===== config.mk =====
export PLATFORM = sky130hd
export DESIGN_NAME = mix_state_reader
export DESIGN_NICKNAME = d
export VERILOG_FILES = /design/src/rtl/mix_state_reader.sv
export SDC_FILE = /design/constraint.sdc
export NUM_CORES = 1
export LEC_CHECK = 0
export ABC_AREA = 1
export CAP_MARGIN = 30
export CORE_MARGIN = 3
export CORE_UTILIZATION = 52
export CTS_CLUSTER_DIAMETER = 60
export DETAILED_ROUTE_END_ITERATION = 10
export HOLD_SLACK_MARGIN = 0.08
export PLACE_DENSITY = 0.8
export SYNTH_ARGS = -nofsm -noshare
export SYNTH_HDL_FRONTEND = slang
export SYNTH_SLANG_ARGS = --single-unit

===== constraint.sdc =====
create_clock -name clk -period 2.8 [get_ports clk]
set_input_delay 0.56 -clock clk [delete_from_list [all_inputs] [get_ports clk]]
set_output_delay 0.56 -clock clk [all_outputs]
set_load 0.02 [all_outputs]

===== src/rtl/mix_state_reader.sv =====
// Snapshot reader for the mixing-state engine: captures NWORDS words in one
// handshake, streams them out in index order and folds them into a rotate-XOR signature.
module mix_state_reader #(
  parameter int WIDTH  = 32,
  parameter int NWORDS = 8,
  parameter int ROT    = 5
) (
  input  logic                      clk,
  input  logic                      rst_n,
  input  logic                      snap_valid,
  output logic                      snap_ready,
  input  logic [WIDTH*NWORDS-1:0]   snap_data,
  output logic                      out_valid,
  input  logic                      out_ready,
  output logic [WIDTH-1:0]          out_data,
  output logic [$clog2(NWORDS)-1:0] out_index,
  output logic                      out_last,
  output logic [WIDTH-1:0]          sig,
  output logic                      sig_valid,
  output logic [15:0]               snap_count
);

  localparam int IW = $clog2(NWORDS);
  localparam logic [0:0] ST_IDLE   = 1'b0;
  localparam logic [0:0] ST_STREAM = 1'b1;
  localparam logic [IW-1:0] LAST_IDX = IW'(NWORDS - 1);

  // Lossless left rotation by ROT bits.
  function automatic logic [WIDTH-1:0] rotl(input logic [WIDTH-1:0] v);
    return (v << ROT) | (v >> (WIDTH - ROT));
  endfunction

  logic [0:0]       state_r;
  logic [WIDTH-1:0] buf_r [NWORDS];
  logic [IW-1:0]    idx_r;
  logic [WIDTH-1:0] acc_r;
  logic             snap_ready_r;
  logic             out_valid_r;
  logic [WIDTH-1:0] out_data_r;
  logic             out_last_r;
  logic [WIDTH-1:0] sig_r;
  logic             sig_valid_r;
  logic [15:0]      snap_count_r;

  logic             cap_s;
  logic             adv_s;
  logic [IW-1:0]    nxt_idx_s;
  logic [WIDTH-1:0] acc_next_s;

  // Handshake decode and next-accumulator value.
  always_comb begin
    cap_s      = snap_valid & snap_ready_r & (state_r == ST_IDLE);
    adv_s      = out_valid_r & out_ready & (state_r == ST_STREAM);
    nxt_idx_s  = idx_r + IW'(1);
    acc_next_s = rotl(acc_r) ^ out_data_r;
  end

  // Capture / stream state machine with registered outputs.
  always_ff @(posedge clk or negedge rst_n) begin
    if (!rst_n) begin
      state_r      <= ST_IDLE;
      for (int k = 0; k < NWORDS; k++) buf_r[k] <= '0;
      idx_r        <= '0;
      acc_r        <= '0;
      snap_ready_r <= 1'b1;
      out_valid_r  <= 1'b0;
      out_data_r   <= '0;
      out_last_r   <= 1'b0;
      sig_r        <= '0;
      sig_valid_r  <= 1'b0;
      snap_count_r <= 16'd0;
    end else begin
      sig_valid_r <= 1'b0;
      case (state_r)
        ST_IDLE: begin
          if (cap_s) begin
            for (int k = 0; k < NWORDS; k++) buf_r[k] <= snap_data[k*WIDTH +: WIDTH];
            idx_r        <= '0;
            acc_r        <= '0;
            snap_ready_r <= 1'b0;
            out_valid_r  <= 1'b1;
            out_data_r   <= snap_data[WIDTH-1:0];
            out_last_r   <= 1'b0;
            state_r      <= ST_STREAM;
          end
        end
        ST_STREAM: begin
          if (adv_s) begin
            acc_r <= acc_next_s;
            if (out_last_r) begin
              // Final word consumed: publish signature and reopen for capture.
              state_r      <= ST_IDLE;
              idx_r        <= '0;
              snap_ready_r <= 1'b1;
              out_valid_r  <= 1'b0;
              out_data_r   <= '0;
              out_last_r   <= 1'b0;
              sig_r        <= acc_next_s;
              sig_valid_r  <= 1'b1;
              snap_count_r <= snap_count_r + 16'd1;
            end else begin
              idx_r      <= nxt_idx_s;
              out_data_r <= buf_r[nxt_idx_s];
              out_last_r <= (nxt_idx_s == LAST_IDX);
            end
          end
        end
        default: begin
          state_r      <= ST_IDLE;
          snap_ready_r <= 1'b1;
          out_valid_r  <= 1'b0;
          out_last_r   <= 1'b0;
        end
      endcase
    end
  end

  assign snap_ready = snap_ready_r;
  assign out_valid  = out_valid_r;
  assign out_data   = out_data_r;
  assign out_index  = idx_r;
  assign out_last   = out_last_r;
  assign sig        = sig_r;
  assign sig_valid  = sig_valid_r;
  assign snap_count = snap_count_r;

endmodule


==> impl_metrics.json, run 1 <==
{
  "critPathLaunch": "out_index[0]$_DFFE_PN0P_",
  "count_of_buffers_added_by_post_cts_timing_repair_for_setup": 0,
  "final_cell_count_without_fillers": 3111,
  "p_leak_nw": 11.3,
  "internal_power_mw": 8.77,
  "placement_rows": 67,
  "grt_util_all_layers_pct": 29.4,
  "min-delay-path-class": "flip-flop to flip-flop",
  "cts_tree": "yes",
  "die-area_um2": 36600,
  "port-buffer-count": 346,
  "hold_path_startpoint": "sig[31]$_DFFE_PN0P_",
  "initial_utilization_pct": 53.0,
  "clock_latency_ps": 530,
  "ys_ff_latch": 376,
  "period_minus_slack_ps": 2700,
  "numCtsBuffers": 41,
  "grt_start_max_net_pins": 129,
  "final.setup_skew_ps": 21.2,
  "grt_pass1_vias": 16100,
  "timing.rr.end": "out_data[10]$_DFFE_PN0P_",
  "max_freq_mhz": 370,
  "p_clk_share_pct": 46.3,
  "syn-num-nets": 2603,
  "die_x_um": 191,
  "regToRegStartpoint": "out_index[0]$_DFFE_PN0P_",
  "timing.final.crit_share_pct": 96.4,
  "grt_first_pass_wirelength_mm": 84.9,
  "vias_after_detailed_routing": 16100,
  "synth.top_cells.by_area": "sky130_fd_sc_hd__dfrtp_1 53%, sky130_fd_sc_hd__nand2_1 18%, sky130_fd_sc_hd__inv_1 6.9%",
  "logic_depth_of_the_worst_register_to_register_path": 9,
  "dp_cells": 3032,
  "reg2reg_setup_slack_ps": 540,
  "drcViolationCount": 0,
  "synth_top_area_share_pct": 52.6,
  "synth_cell_types": 29,
  "crit_end": "out_index[0]",
  "dpl.hpwl_mm": 37.3,
  "dr.first_iter.drc_count": 1386,
  "power_mw": 11.1,
  "routed_wirelength_mm": 53.7,
  "cts-root-to-sink-buffers": 3,
  "nNetsFinal": 2892,
  "rsz0062_at_grt": "false",
  "htreeDepth": 2,
  "share_of_the_yosys_chip_area_belonging_to_registers_pct": 52.7,
  "critical_path_peak_fanout": 41,
  "clock_sink_count": 376,
  "max-cap-violations": 0,
  "placed_area_um2": 21700,
  "worstSetupStartpointType": "flip-flop",
  "floorplan.io_pins": 347,
  "critPathKind": "flip-flop to output port",
  "tns_ps": 0,
  "p_switching_mw": 2.37,
  "crit_required_ps": 2240,
  "average_routed_wire_per_standard_cell_um": 17.2,
  "clk_transition_reported_paths_ps": 60,
  "postRouteAntennaNets": 0,
  "power_per_cell_area_nw_per_um2": 484,
  "comb_power_share_pct": 4.9,
  "hold_viol_final": 0,
  "antenna_found_initial": 5,
  "detail_route.first_pass.iterations": 6,
  "largest_vdd_supply_drop_mv": 0.369,
  "area_growth_pct": 28.9,
  "grt-ovfl-total": 0,
  "core-area_um2": 33700,
  "die-height_um": 191,
  "synth.cell_area_um2": 17900,
  "finalMaxSlewViolations": 0,
  "synth.yosys.warnings": 0,
  "final-setup-viol-count": 0,
  "layout.cell_area.non_filler_um2": 23000,
  "cts_resized": 0,
  "worst-endpoint-arrival_ps": 2140,
  "post_drt_via_cell_ratio": 5.18,
  "fin_util_pct": 68.3,
  "globalplace.congestion": 0.906,
  "run_status": "completed",
  "worst-slew-pin-transition_ps": 762,
  "syn-mean-instance-area_um2": 7.63,
  "final.fill_count": 2739,
  "power.share.switching_pct": 21.3,
  "drive_above_1_share_pct": 4.21,
  "pwr-share-seq_pct": 48.8,
  "synth_area_leader_cell": "sky130_fd_sc_hd__dfrtp_1",
  "cp-end-kind": "output port",
  "synth_cells": 2340,
  "slew_headroom_pct": 49.2,
  "root_buffer_master": "sky130_fd_sc_hd__clkbuf_16"
}
[layer usage]
metal	global-route usage, %	up-vias	share of wire, %
li1	-	7689	-
met5	0	-	0
met1	38.4	7598	39
met3	4.13	127	7.1
met2	49.5	690	49
met4	12.4	0	4.3
[cells in the mapped netlist]
cell	instances
sky130_fd_sc_hd__o21ai_1	101
sky130_fd_sc_hd__ha_1	3
sky130_fd_sc_hd__buf_6	1
sky130_fd_sc_hd__or2_0	25
sky130_fd_sc_hd__buf_2	59
sky130_fd_sc_hd__nand4_1	2
sky130_fd_sc_hd__inv_2	4
sky130_fd_sc_hd__buf_1	13
sky130_fd_sc_hd__a21oi_1	1
sky130_fd_sc_hd__xor2_1	33
sky130_fd_sc_hd__o21ai_0	155
sky130_fd_sc_hd__xnor2_1	7
sky130_fd_sc_hd__o31ai_1	2
sky130_fd_sc_hd__or2_1	5
sky130_fd_sc_hd__nand2_1	876
sky130_fd_sc_hd__clkbuf_1	46
sky130_fd_sc_hd__nand3_2	2
sky130_fd_sc_hd__nor2_1	72
sky130_fd_sc_hd__nor2_2	3
sky130_fd_sc_hd__nand2_2	1
sky130_fd_sc_hd__or2_2	2
sky130_fd_sc_hd__nor3_1	2
sky130_fd_sc_hd__dfrtp_1	375
sky130_fd_sc_hd__a21oi_2	1
sky130_fd_sc_hd__nand3b_1	3
sky130_fd_sc_hd__nand3_1	203
sky130_fd_sc_hd__dfstp_2	1
sky130_fd_sc_hd__inv_1	328
sky130_fd_sc_hd__buf_4	14
[registers in the layout, summed over array words and instances, names as in the netlist]
register / count
sig: 32
out_index: 3
acc_r: 32
out_valid: 1
sig_valid: 1
snap_ready: 1
out_last: 1
buf_r: 256
out_data: 32
snap_count: 16
state_r: 1
[power by group through the flow]
stage	Combinational [mW]	Sequential (mW)	Clock, mW
finish	0.541	5.43	5.16
global route	0.579	5.43	5.42
CTS	0.547	5.43	5.20
detailed placement	0.542	5.53	0
global placement	0.542	5.53	0
floorplan	0.0123	5.53	0
[area by class of cell]
cell class                 instances  area, µm²  share of cell area [%]
sequential                       376       9420                    40.9
multi-input combinational       1499       6590                    28.6
timing repair buffer             379       3910                    17.0
inverter                         332       1260                    5.46
clock buffer                      62       1220                    5.29
tap                              448        561                    2.44
clock inverter                    10       57.6                   0.250
antenna                            5       12.5                  0.0544
[kinds of logic (layout without fill, tap and decap cells)]
kind of cell / Yosys count / in the layout / share of synthesized area, %
AOI/OAI and AO/OA: 260 / 260 / 7.34
xor gates and xnor gates: 40 / 40 / 1.96
adders and majority gates: 3 / 3 / 0.210
buffers and inverters: 465 / 783 / 10.5
DFF: 376 / 376 / 52.7
other: 0 / 5 / 0
and+or+nand+nor: 1196 / 1196 / 27.2
[worst min-delay path by stage]
stage	cells after the start	slack, ps	end
floorplan	0	260	acc_r[0]$_DFFE_PN0P_
global placement	2	460	buf_r[191]$_DFFE_PN0P_
detailed placement	2	460	sig[11]$_DFFE_PN0P_
CTS	2	480	sig[11]$_DFFE_PN0P_
global route	2	500	buf_r[223]$_DFFE_PN0P_
finish	2	480	sig[31]$_DFFE_PN0P_
[cell usage in the layout (no fill, tap or decap), types with 8 or more instances in the layout]
| cell | count |
|---|---|
| sky130_fd_sc_hd__buf_4 | 17 |
| sky130_fd_sc_hd__dfrtp_1 | 373 |
| sky130_fd_sc_hd__inv_1 | 327 |
| sky130_fd_sc_hd__xor2_1 | 33 |
| sky130_fd_sc_hd__clkdlybuf4s50_1 | 345 |
| sky130_fd_sc_hd__clkinv_2 | 8 |
| sky130_fd_sc_hd__clkbuf_16 | 43 |
| sky130_fd_sc_hd__or2_0 | 25 |
| sky130_fd_sc_hd__nand2_1 | 876 |
| sky130_fd_sc_hd__clkbuf_1 | 12 |
| sky130_fd_sc_hd__o21ai_0 | 155 |
| sky130_fd_sc_hd__o21ai_1 | 101 |
| sky130_fd_sc_hd__buf_12 | 14 |
| sky130_fd_sc_hd__nor2_1 | 71 |
| sky130_fd_sc_hd__nand3_1 | 203 |
[critical path: stages (launching register included)]
cell	delay (ps)
sky130_fd_sc_hd__dfrtp_4	450
sky130_fd_sc_hd__buf_4	430
sky130_fd_sc_hd__clkdlybuf4s50_1	740
[repair_timing]
item,4_1_cts,5_1_grt
endpoints found under the hold margin,55,0
hold buffers,1,0
setup endpoints to repair,0,0
[per-stage QoR]
| stage | hold slack, ps | setup WS (ps) |
|---|---|---|
| after floorplan | 264 | 605 |
| after global placement | 463 | 317 |
| after detailed placement | 465 | 504 |
| after CTS | 481 | 77.0 |
| after global routing | 500 | 53.3 |
| final | 480 | 101 |
(Power assumes the default switching activity.)
==> run 2: changes to the inputs <==
--- a/config.mk
+++ b/config.mk
@@ -10,3 +10,3 @@
 export CORE_MARGIN = 3
-export CORE_UTILIZATION = 52
+export CORE_UTILIZATION = 45
 export CTS_CLUSTER_DIAMETER = 60
@@ -14,3 +14,3 @@
 export HOLD_SLACK_MARGIN = 0.08
-export PLACE_DENSITY = 0.8
+export PLACE_DENSITY = 0.71
 export SYNTH_ARGS = -nofsm -noshare
--- a/constraint.sdc
+++ b/constraint.sdc
@@ -3,2 +3,2 @@
 set_output_delay 0.56 -clock clk [all_outputs]
-set_load 0.02 [all_outputs]
+set_load 0.1 [all_outputs]
==> run 2 against run 1 <==
Compared with the run above:
- clock-buffer cell count decreased by 2
- via count decreased by 2.0%
- worst hold slack improved by 4.3 ps
- register-to-register slack improved by 90 ps
- utilization decreased by 9.1 points
- total power increased by 4.5%
- worst setup slack improved by 390 ps
- critical endpoint unchanged
- critical path type unchanged
- critical path depth unchanged
- non-clock buffer count increased by 1
- final cell count increased by 2.4%
- final area about the same
- clock skew increased by 2.7 ps
- highest routed layer is now met5
==> impl_metrics.json, run 2 (synthesis results as in run 1) <==
{
  "run_status": "completed",
  "clock_sink_count": 376,
  "critical_path_peak_fanout": 131,
  "cts_tree": "yes",
  "dr.first_iter.drc_count": 1243,
  "final.fill_count": 3533,
  "antenna_found_initial": 9,
  "cp_cell_sequence": "buf_12 > buf_12",
  "final-setup-viol-count": 0,
  "grt-ovfl-total": 0,
  "min-delay-path-class": "flip-flop to flip-flop",
  "postRouteAntennaNets": 0,
  "grt_first_pass_wirelength_mm": 84.3,
  "average_routed_wire_per_standard_cell_um": 16.9,
  "worst-slew-pin-transition_ps": 765,
  "clk_transition_reported_paths_ps": 60,
  "area_growth_pct": 29.0,
  "routed_wirelength_mm": 53.8,
  "placement_rows": 72,
  "drive_above_1_share_pct": 7.92,
  "final.setup_skew_ps": 23.8,
  "slew_headroom_pct": 49.0,
  "nNetsFinal": 2894,
  "stage_delay_of_the_slowest_cell_on_the_critical_path_ps": 480,
  "highest_count_cells_in_the_layout_ignoring_fill_and_taps": "876 x sky130_fd_sc_hd__nand2_1, 373 x sky130_fd_sc_hd__dfrtp_1, 327 x sky130_fd_sc_hd__inv_1",
  "fin_worst_hold_slack_ps": 484,
  "worstSetupStartpointType": "flip-flop",
  "cp-end-kind": "output port",
  "root_buffer_master": "sky130_fd_sc_hd__clkbuf_16",
  "finalMaxSlewViolations": 0,
  "cp_common_cell": "sky130_fd_sc_hd__buf_12",
  "max_freq_mhz": 433,
  "hold_viol_final": 0,
  "leading_cell_type_in_the_layout_fill_and_taps_excluded": "sky130_fd_sc_hd__nand2_1",
  "die_x_um": 205,
  "htreeDepth": 2,
  "die-area_um2": 42100,
  "grt_util_all_layers_pct": 25.5,
  "grt_pass1_vias": 15600,
  "floorplan.io_pins": 347,
  "post_drt_via_cell_ratio": 4.96,
  "globalplace.congestion": 0.880,
  "p_leak_nw": 11.5,
  "largest_register_ffs": 256,
  "critPathKind": "flip-flop to output port",
  "grt_start_max_net_pins": 132,
  "crit_required_ps": 2240,
  "rsz0062_at_grt": "false",
  "crit_slowest_cell": "sky130_fd_sc_hd__buf_12",
  "numCtsBuffers": 42,
  "initial_utilization_pct": 45.9,
  "timing.final.crit_share_pct": 82.5,
  "drcViolationCount": 0,
  "period_minus_slack_ps": 2310,
  "vias_after_detailed_routing": 15800,
  "die-height_um": 205,
  "tns_ps": 0,
  "worst-endpoint-arrival_ps": 1750,
  "port-buffer-count": 346,
  "cts-root-to-sink-buffers": 3,
  "power_per_cell_area_nw_per_um2": 505,
  "largest_vdd_supply_drop_mv": 0.383,
  "largest-register": "buf_r",
  "clock_latency_ps": 560,
  "max-cap-violations": 0,
  "core-area_um2": 38900,
  "detail_route.first_pass.iterations": 5,
  "dpl.hpwl_mm": 37.4,
  "count_of_buffers_added_by_post_cts_timing_repair_for_setup": 0
}
-- run 2: metrics by stage --
step / setup WS, ps / std cells / util, % / area [µm²] / total power [mW]
after global routing: 422 / 3186 / 59.2 / 23000 / 12.0
after global placement: 389 / 3104 / 55.5 / 21600 / 6.08
after detailed placement: 343 / 3104 / 55.5 / 21600 / 6.08
final: 491 / 3186 / 59.2 / 23000 / 11.6
after floorplan: 29.8 / 2340 / - / 17900 / 5.55
after CTS: 398 / 3182 / 59.1 / 23000 / 11.7
-- run 2: what timing repair did --
| action | CTS | global route |
|---|---|---|
| hold buffers | 1 | 0 |
| endpoints found under the hold margin | 60 | 0 |
| resized for setup | 0 | 0 |
-- run 2: worst paths after layout --
kind	from	end	slack [ps]	depth (start not counted)
worst max-delay path	out_index[0]$_DFFE_PN0P_	out_index[0]	490	2
worst min-delay path	sig[12]$_DFFE_PN0P_	sig[12]$_DFFE_PN0P_	480	2
worst max register to register	out_index[0]$_DFFE_PN0P_	out_data[6]$_DFFE_PN0P_	630	10
worst min register to register	sig[12]$_DFFE_PN0P_	sig[12]$_DFFE_PN0P_	480	2
max in group asynchronous	rst_n	buf_r[196]$_DFFE_PN0P_	1400	3
min in group asynchronous	rst_n	snap_count[13]$_DFFE_PN0P_	570	2
-- run 2: cell type report --
class / instances / area, µm² / share of cell area, %
multi-input cells: 1499 / 6570 / 28.5
clock inverters: 17 / 171 / 0.744
clock buffers: 60 / 1250 / 5.43
flip-flops and latches: 376 / 9420 / 40.9
inverters: 332 / 1260 / 5.46
repair buffers: 380 / 3710 / 16.1
diodes: 4 / 10.0 / 0.0435
well taps: 518 / 648 / 2.81
-- run 2: worst max-delay path, delay by kind of cell, from the launching register on --
kind                   cells  cell delay, ps
flip-flops                 1             450
buffers and inverters      2             740
-- run 2: routing by layer --
metal	vias up	global-route usage (%)	share of wire (%)
li1	7704	-	-
met1	7436	33.7	42
met2	538	42.7	49
met3	99	4.10	6.1
met4	10	9.13	3.2
met5	-	0	0.14
-- run 2: power by group --
group | switching [mW] | total (mW) | leakage, nW | internal, mW
Sequential | 0 | 5.43 | 4.08 | 5.43
Combinational | 0.206 | 0.543 | 6.75 | 0.337
Clock | 2.27 | 5.66 | 0.715 | 3.39
==> run 3: changes to the inputs <==
clock period = 2.2 ns   (was 2.8 ns; I/O delays follow)
==> run 3 against run 2 <==
Compared with the run above:
- sequential power up 27%
- critical path type is now flip-flop to flip-flop
- final area increased by 0.72%
- largest cell class unchanged
- clock power is 23% higher
- combinational power rose by 29%
- global-route usage increased by 1.1 points
- first-iteration DRC count down 0.97%
- register-to-register slack got worse by 440 ps
- utilization is 0.42 points higher
- wire length up 3.6%
- non-clock buffer count grew 14
- critical path depth grew 8
==> impl_metrics.json, run 3 (synthesis results as in run 1) <==
{
  "port-buffer-count": 346,
  "grt_util_all_layers_pct": 26.6,
  "numCtsBuffers": 42,
  "detail_route.first_pass.iterations": 5,
  "cp_common_cell": "sky130_fd_sc_hd__nand2_1",
  "final-setup-viol-count": 0,
  "hold_viol_final": 0,
  "cts_resized": 0,
  "timing.final.crit_share_pct": 91.5,
  "cp-end-kind": "flip-flop",
  "worst-endpoint-arrival_ps": 2470,
  "finalMaxSlewViolations": 0,
  "grt_first_pass_wirelength_mm": 87.2,
  "logic_depth_of_the_worst_register_to_register_path": 10,
  "core-area_um2": 38900,
  "floorplan.io_pins": 347,
  "antenna_found_initial": 8,
  "drcViolationCount": 0,
  "placement_rows": 72,
  "grt-ovfl-total": 0,
  "nNetsFinal": 2908,
  "fin_worst_hold_slack_ps": 417,
  "timing.critical_path.max_delay_family": "buffers and inverters",
  "clock_sink_count": 376,
  "cp_cell_sequence": "inv_4 > buf_12 > buf_12 > nand2_1 > nand3_1 > nand2_1 > nand2_1 > nand3_1 > nand2_1 > inv_1",
  "placed_area_um2": 21800,
  "leading_cell_type_in_the_layout_fill_and_taps_excluded": "sky130_fd_sc_hd__nand2_1",
  "cp.depth": 10,
  "critical_path_peak_fanout": 69,
  "routed_wirelength_mm": 55.8,
  "largest-register": "buf_r",
  "max-cap-violations": 0,
  "root_buffer_master": "sky130_fd_sc_hd__clkbuf_16",
  "critical_path.n_buffers_inverters": 4,
  "worstSetupStartpointType": "flip-flop",
  "fin_util_pct": 59.6,
  "grt_pass1_vias": 15900,
  "max_freq_mhz": 497,
  "run_status": "completed",
  "highest_count_cells_in_the_layout_ignoring_fill_and_taps": "876 x sky130_fd_sc_hd__nand2_1, 373 x sky130_fd_sc_hd__dfrtp_1, 327 x sky130_fd_sc_hd__inv_1",
  "p_leak_nw": 11.6,
  "clock_latency_ps": 560,
  "layout.cell_area.non_filler_um2": 23200,
  "post_drt_via_cell_ratio": 4.94,
  "critPathKind": "flip-flop to flip-flop",
  "reg2reg_setup_slack_ps": 190,
  "postRouteAntennaNets": 0,
  "min-delay-path-class": "primary input to asynchronous set/reset pin",
  "htreeDepth": 2,
  "regToRegStartpoint": "out_index[0]$_DFFE_PN0P_",
  "crit_required_ps": 2650,
  "area_growth_pct": 29.9,
  "cts-root-to-sink-buffers": 3,
  "vias_after_detailed_routing": 15800,
  "stage_delay_of_the_slowest_cell_on_the_critical_path_ps": 550,
  "largest_vdd_supply_drop_mv": 0.428,
  "power_per_cell_area_nw_per_um2": 628,
  "die_x_um": 205,
  "dr.first_iter.drc_count": 1231,
  "crit_slowest_cell": "sky130_fd_sc_hd__dfrtp_4",
  "slew_headroom_pct": 45.5,
  "largest_register_ffs": 256,
  "drive_above_1_share_pct": 8.11,
  "die-area_um2": 42100,
  "cts_tree": "yes",
  "period_minus_slack_ps": 2010,
  "initial_utilization_pct": 45.9,
  "grt_start_max_net_pins": 129,
  "clk_transition_reported_paths_ps": 60,
  "worst-slew-pin-transition_ps": 816,
  "rsz0062_at_grt": "false",
  "globalplace.congestion": 0.895,
  "average_routed_wire_per_standard_cell_um": 17.4,
  "count_of_buffers_added_by_post_cts_timing_repair_for_setup": 0,
  "die-height_um": 205,
  "timing.rr.end": "out_data[30]$_DFFE_PN0P_",
  "dpl.hpwl_mm": 39.3,
  "final.setup_skew_ps": 14.9
}
[run 3: stage by stage]
stage | setup slack (ps) | power, mW | cells | TNS, ps
after floorplan | 11.6 | 7.06 | 2340 | 0
after detailed placement | -15.8 | 7.75 | 3118 | -84.3
after global routing | 69.6 | 15.1 | 3198 | 0
final | 188 | 14.6 | 3200 | 0
after global placement | 27.8 | 7.75 | 3118 | 0
after CTS | 190 | 14.7 | 3194 | 0
[run 3: power by group]
part / internal, mW / total, mW / switching, mW
logic: 0.430 / 0.702 / 0.271
clock network: 4.10 / 6.95 / 2.85
registers: 6.92 / 6.92 / 0
total: 11.4 / 14.6 / 3.13
[run 3: worst reg2reg max path: cells and delay by family, from the launching register on]
family,cells,cell delay (ps)
buffers and inverters,4,720
AND/OR/NAND/NOR,6,650
flip-flops,1,550
[run 3: per-layer routing]
metal | vias to the layer above | wire (µm) | track usage [%]
met5 | - | 44 | 0
met4 | 6 | 2300 | 10.7
met3 | 123 | 3400 | 4.83
met2 | 490 | 27200 | 44.2
met1 | 7457 | 22900 | 34.5
li1 | 7729 | - | -
[run 3: worst max path at each step]
stage / from / end / slack (ps)
floorplan: out_index[0]$_DFFE_PN0P_ / out_data[31]$_DFFE_PN0P_ / 10
global placement: out_ready / acc_r[2]$_DFFE_PN0P_ / 30
detailed placement: out_ready / acc_r[9]$_DFFE_PN0P_ / -20
CTS: out_index[0]$_DFFE_PN0P_ / out_data[26]$_DFFE_PN0P_ / 190
global route: out_index[0]$_DFFE_PN0P_ / out_data[26]$_DFFE_PN0P_ / 70
finish: out_index[0]$_DFFE_PN0P_ / out_data[30]$_DFFE_PN0P_ / 190
[run 3: layout make-up]
cell class	count	area, µm²
Fill cell	3546	15700
Clock buffer	63	1230
Multi-Input combinational cell	1499	6580
Clock inverter	12	118
Inverter	332	1260
Sequential cell	376	9420
Antenna cell	6	15.0
Tap cell	518	648
Timing Repair Buffer	394	3930
[run 3: timing repair]
action                                  4_1_cts  5_1_grt
hold endpoints to repair                     45        0
hold buffers                                  1        0
endpoints found under the setup margin        0        0
